## config.mk

```make
export PLATFORM = sky130hd
export DESIGN_NAME = tone_period_meter
export DESIGN_NICKNAME = d
export VERILOG_FILES = /design/src/rtl/tone_period_meter.sv
export SDC_FILE = /design/constraint.sdc
export NUM_CORES = 1
export LEC_CHECK = 0
export BUFFER_PORTS_ARGS = -buffer_cell sky130_fd_sc_hd__buf_4
export CAP_MARGIN = 40
export CORE_MARGIN = 3
export CORE_UTILIZATION = 35
export CTS_BUF_LIST = sky130_fd_sc_hd__clkbuf_2
export CTS_CLUSTER_DIAMETER = 120
export DETAILED_ROUTE_END_ITERATION = 8
export PLACE_DENSITY = 0.55
export SLEW_MARGIN = 30
export SYNTH_ARGS = -nofsm -noshare
export SYNTH_HDL_FRONTEND = slang
export SYNTH_SLANG_ARGS = --single-unit
```

## constraint.sdc

```tcl
create_clock -name clk -period 5.5 [get_ports clk]
set_clock_uncertainty 0.15 [all_clocks]
set_input_delay 1.65 -clock clk [delete_from_list [all_inputs] [get_ports clk]]
set_output_delay 1.65 -clock clk [all_outputs]
set_load 0.01 [all_outputs]
```

## src/rtl/tone_period_meter.sv

```systemverilog
// tone_period_meter: measures period, high time, duty class, silence and
// pitch stability of a pulse-width tone on a single asynchronous input.
//
// Output handshake: valid is a one-cycle strobe with no ready. period_out,
// high_out, duty_class and stable all change on the same edge that raises
// valid, and they hold until the next valid. silent and the cleared outputs
// change on their own when the tone times out, and valid stays low then.
module tone_period_meter #(
    parameter int PW         = 21,
    parameter int TIMEOUT    = 2_000_000,
    parameter int MIN_PERIOD = 1000,
    parameter int STABLE_N   = 4,
    parameter int TOL_SHIFT  = 6
) (
    input  logic          clk,
    input  logic          rst,
    input  logic          sig_in,
    output logic [PW-1:0] period_out,
    output logic [PW-1:0] high_out,
    output logic [2:0]    duty_class,
    output logic          valid,
    output logic          silent,
    output logic          stable
);

    localparam int DW = PW + 5;
    localparam int MW = $clog2(STABLE_N + 1);

    localparam logic [0:0] IDLE    = 1'b0;
    localparam logic [0:0] MEASURE = 1'b1;

    localparam logic [PW-1:0] TIMEOUT_C  = PW'(TIMEOUT);
    localparam logic [PW-1:0] MIN_C      = PW'(MIN_PERIOD);
    localparam logic [MW-1:0] STABLE_C   = MW'(STABLE_N);

    logic [0:0]    state;
    logic          sync1;
    logic          sig_s;
    logic          prev_s;
    logic [PW-1:0] cnt;
    logic [PW-1:0] hcnt;
    logic [PW-1:0] prev_period;
    logic [MW-1:0] match_cnt;

    logic          rise;
    logic          at_timeout;
    logic          long_enough;
    logic          restart;
    logic          accept;
    logic [DW-1:0] h32;
    logic [DW-1:0] p_ext;
    logic [DW-1:0] p3;
    logic [DW-1:0] p6;
    logic [DW-1:0] p12;
    logic [2:0]    duty_next;
    logic [PW-1:0] diff;
    logic [PW-1:0] tol;
    logic [MW-1:0] match_next;

    // Two-flop synchroniser for the asynchronous tone, plus one delay stage for edge detection
    always_ff @(posedge clk or posedge rst) begin
        if (rst) begin
            sync1  <= 1'b0;
            sig_s  <= 1'b0;
            prev_s <= 1'b0;
        end else begin
            sync1  <= sig_in;
            sig_s  <= sync1;
            prev_s <= sig_s;
        end
    end

    // Rise qualification: a rise in IDLE always restarts; in MEASURE only far enough from the reference
    always_comb begin
        rise        = sig_s & ~prev_s;
        at_timeout  = (cnt == TIMEOUT_C);
        long_enough = (cnt >= MIN_C);
        restart     = rise & ((state == IDLE) | long_enough);
        accept      = rise & (state == MEASURE) & long_enough;
    end

    // Period and high-time counters; glitch rises leave them running untouched
    always_ff @(posedge clk or posedge rst) begin
        if (rst) begin
            cnt  <= '0;
            hcnt <= '0;
        end else if (restart) begin
            cnt  <= PW'(1);
            hcnt <= PW'(1);
        end else begin
            if (!at_timeout) begin
                cnt <= cnt + 1'b1;
            end
            if (sig_s && (hcnt != TIMEOUT_C)) begin
                hcnt <= hcnt + 1'b1;
            end
        end
    end

    // Duty class from H*32 against P*3/6/12, built from shifts and adds only
    always_comb begin
        h32   = {hcnt, 5'b00000};
        p_ext = DW'(cnt);
        p3    = (p_ext << 1) + p_ext;
        p6    = p3 << 1;
        p12   = p3 << 2;
        if (h32 < p3) begin
            duty_next = 3'd1;
        end else if (h32 < p6) begin
            duty_next = 3'd2;
        end else if (h32 < p12) begin
            duty_next = 3'd3;
        end else begin
            duty_next = 3'd4;
        end
    end

    // Stability run length: match_cnt==0 marks the first accept since IDLE
    always_comb begin
        diff = (cnt >= prev_period) ? (cnt - prev_period) : (prev_period - cnt);
        tol  = prev_period >> TOL_SHIFT;
        if (match_cnt == '0) begin
            match_next = MW'(1);
        end else if (diff <= tol) begin
            match_next = (match_cnt == STABLE_C) ? STABLE_C : (match_cnt + 1'b1);
        end else begin
            match_next = MW'(1);
        end
    end

    // Measurement FSM: publishes accepted measurements and declares silence on timeout
    always_ff @(posedge clk or posedge rst) begin
        if (rst) begin
            state       <= IDLE;
            period_out  <= '0;
            high_out    <= '0;
            duty_class  <= 3'd0;
            valid       <= 1'b0;
            silent      <= 1'b1;
            stable      <= 1'b0;
            match_cnt   <= '0;
            prev_period <= '0;
        end else begin
            valid <= 1'b0;
            case (state)
                IDLE: begin
                    if (rise) begin
                        state <= MEASURE;
                    end
                end
                MEASURE: begin
                    if (accept) begin
                        period_out  <= cnt;
                        high_out    <= hcnt;
                        duty_class  <= duty_next;
                        valid       <= 1'b1;
                        silent      <= 1'b0;
                        match_cnt   <= match_next;
                        stable      <= (match_next == STABLE_C);
                        prev_period <= cnt;
                    end else if (!rise && at_timeout) begin
                        state      <= IDLE;
                        silent     <= 1'b1;
                        stable     <= 1'b0;
                        match_cnt  <= '0;
                        period_out <= '0;
                        high_out   <= '0;
                        duty_class <= 3'd0;
                    end
                end
                default: begin
                    state <= IDLE;
                end
            endcase
        end
    end

endmodule

```

==> results.md <==
* Post-synth EDFFs at 0
* First-pass detailed-route iteration total at 4
* Synth Warn # at 0
* Register area at 0.00296 mm^2
* Worst-Skew Late Latency at 0.71 ns
* Final Setup Violations at 0
* Row count at 60
* Post-Syn Instances at 1,093
* Routability Congestion at 0.898
* Remaining DRCs at 0
* Max incr delay on CP at 0.60 ns
* Post-Place Cells at 1,535
* Multi-input logic area at 0.00657 mm^2
* Crit path time final at 5.28 ns
* Power Dens Cells at 387 mW/mm^2
* Clk root buf: clkbuf_2
* DR vias/cell at 5.25
* Max-cap violations at 0
* Nets at 1,361
* Clock tree buffer depth at 2
* CP startpoint kind: register
* Final worst setup slack at 0.222 ns
* Largest net degree at the start of global routing at 42
* Arrival time at the worst endpoint at 5.77 ns
* Clk slew on worst S/H paths at 0.21 ns
* Area after DPL at 0.0111 mm^2
* Die Wd at 174 um
* Iter 0 DRT Violations at 554
* Measured slew at the worst slew-check pin at 0.703 ns
* Reg2reg setup slack at 0.22 ns
* Status: complete, no violations
* GRT overflow at 0
* Final max-slew violation count at 0
* Final antenna-violating net count at 0
* Vias in the first global route at 7,887
* Number of fill cells at 2,747
* Slowest library cell on the worst path: or4_1
* Die height at 174 um
* Synth Register Bits at 118
* GRT Overall Usage at 0.183
* Via count at 8,261
* WL per Instance at 17.7 um
* P_leak at 5.64 nW
* Sequential-to-total area share from yosys stat at 0.298
* Total wire length at 27.8 mm
* Layout cells sized above 1 at 0.151
* Post-synthesis net count at 1,263
* Hold crit path type: register to register
* # H-tree levels at 4
* Clk sinks at 118
* Post-synthesis instance area at 0.00990 mm^2
* WP data required at 5.99 ns
* Hold Violations, Final at 0
* Die area at 0.0303 mm^2
* Worst ir drop on vdd at 205 uV
* Num CTS Buffers at 17
* IO Port Bufs at 50
* Worst hold slack at 0.288 ns
* Crit Path Category: register to register
* Core area at 0.0274 mm^2
* CTS tree: yes
* Worst-path cell chain: inv_1 -> ha_1 -> and3_1 -> and3_2 -> a211oi_4 -> a21oi_4 -> a21oi_4 -> mux2_2 -> a221o_1 -> a311oi_2 -> o21bai_1 -> xor2_1 -> ha_1 -> and3_1 -> nand3_1 -> or4_1 -> o21ai_2 -> nand4_4 -> a2111oi_2 -> a21o_1
* Fin crit share at 0.960
* CP Capture Type: register
* Fin cells at 1,575
* Post-synth top flop: dfrtp_1
* Syn-to-layout area delta at 15.8%
* Design area at 0.0115 mm^2
* Mean Syn Cell Area at 9.06 um^2
* Total power at 4.43 mW
* I/O Pins at 51
* Initial antenna violation count at 0
* Netlist cell types at 73
* HPWL Detailed at 21.7 mm
* Fmax at 0.189 GHz
* Crit Path Max Fanout at 5
* Relative slew slack at 0.532
* Starting Density at 0.361
* Antenna diodes at 0
* CTS Hold Bufs at 0
* Dpl ws at 0.145 ns
* First-pass GRT wire length at 44.6 mm
* Async SR Flop Fraction at 1.00
==> worst paths after layout <==
path | start | end | cells after the start
max in group asynchronous | rst | hcnt[4]$_DFFE_PP0P_ | 3
worst min-delay path | sync1$_DFF_PP0_ | sig_s$_DFF_PP0_ | 0
worst max register to register | cnt[15]$_DFFE_PP0P_ | match_cnt[2]$_DFFE_PP0P_ | 20
worst min register to register | sync1$_DFF_PP0_ | sig_s$_DFF_PP0_ | 0
worst max-delay path | cnt[15]$_DFFE_PP0P_ | match_cnt[2]$_DFFE_PP0P_ | 20
min in group asynchronous | rst | high_out[17]$_DFFE_PP0P_ | 2
==> per-stage QoR <==
step | setup TNS (ns) | util
after detailed placement | 0 | 0.404
after global routing | -0.0460 | 0.418
final | 0 | 0.418
after global placement | 0 | 0.401
after CTS | 0 | 0.413
after floorplan | 0 | -
==> area by class of cell <==
class                   instances  area share
repair buffers                116      0.0826
inverters                      72      0.0238
clock buffers                  18     0.00786
well taps                     372      0.0406
multi-input cells             866       0.573
flip-flops and latches        118       0.258
clock inverters                13      0.0139
==> critical path, delay by kind of cell, from the launching register on <==
kind,cells,cell delay [ns]
compound gates,9,1.90
fa+ha+maj,2,0.62
mux,1,0.35
buf+inv,1,0.07
simple gates,6,1.55
xor+xnor,1,0.17
flops,1,0.45
==> metal layers <==
metal	track usage	vias to the layer above	routed length [um]
met5	0	-	0
met3	0.0358	17	1100
met2	0.285	147	12500
met1	0.266	3991	13900
met4	0.0315	0	255
li1	-	4106	-
==> where the power goes <==
part	leakage, nW	total [mW]	switching, mW	internal (mW)
Clock	0.136	0.624	0.375	0.249
Combinational	3.90	2.82	1.55	1.27
Sequential	1.60	0.994	0.0781	0.916
==> placed cells by master, fill, tap and decap left out, types with 4 or more instances in the layout <==
| master | n |
|---|---|
| a211oi_1 | 6 |
| a21o_1 | 32 |
| a21oi_1 | 67 |
| a22o_1 | 22 |
| a31oi_1 | 7 |
| and3_1 | 5 |
| and4_1 | 4 |
| buf_4 | 111 |
| clkbuf_2 | 18 |
| clkinvlp_4 | 5 |
| dfrtp_1 | 113 |
| dfrtp_2 | 4 |
| ha_1 | 163 |
| inv_1 | 70 |
| mux2i_1 | 30 |
| nand2_1 | 77 |
| nand2b_1 | 14 |
| nand3_1 | 23 |
| nand4_1 | 33 |
| nor2_1 | 95 |
| nor2b_1 | 12 |
| nor3_1 | 15 |
| o211ai_1 | 5 |
| o21a_1 | 11 |
| o21ai_0 | 66 |
| o21bai_1 | 11 |
| o221ai_1 | 5 |
| o31a_1 | 4 |
| o31ai_1 | 6 |
| or3_1 | 4 |
| xnor2_1 | 52 |
| xor2_1 | 22 |
==> state kept, by name, summed over array words and instances, names as in the netlist <==
register	flops
cnt	21
valid	1
prev_period	21
silent	1
prev_s	1
sync1	1
period_out	21
duty_class	3
high_out	21
hcnt	21
stable	1
state	1
match_cnt	3
sig_s	1
==> synthesized netlist by cell type, types with 6 or more instances <==
cell / n / share of area
a211oi_1: 7 / 0.0053
a21o_1: 32 / 0.024
a21oi_1: 68 / 0.034
a22o_1: 22 / 0.019
a31oi_1: 7 / 0.0044
and3_1: 6 / 0.0038
buf_2: 15 / 0.0076
clkbuf_1: 17 / 0.0064
dfrtp_1: 117 / 0.30
ha_1: 164 / 0.21
inv_1: 71 / 0.027
mux2i_1: 31 / 0.031
nand2_1: 78 / 0.030
nand2b_1: 15 / 0.0095
nand3_1: 23 / 0.012
nand4_1: 33 / 0.021
nor2_1: 95 / 0.036
nor2b_1: 12 / 0.0076
nor3_1: 16 / 0.0081
o21a_1: 11 / 0.0083
o21ai_0: 68 / 0.034
o21bai_1: 11 / 0.0083
o31ai_1: 6 / 0.0045
xnor2_1: 52 / 0.046
xor2_1: 22 / 0.019
==> kinds of logic (layout without fill, tap and decap cells) <==
logic type,Yosys count,after routing,share of synthesized area
mux,35,35,0.0359
flops,118,118,0.298
fa+ha+maj,167,167,0.213
buf+inv,109,219,0.0459
compound gates,281,281,0.190
xor+xnor,74,74,0.0655
simple gates,309,309,0.152
==> what timing repair did <==
item,CTS,global route
gates resized for setup,0,19
setup buffers,0,9
setup endpoints to repair,0,4
(Power assumes the default switching activity.)
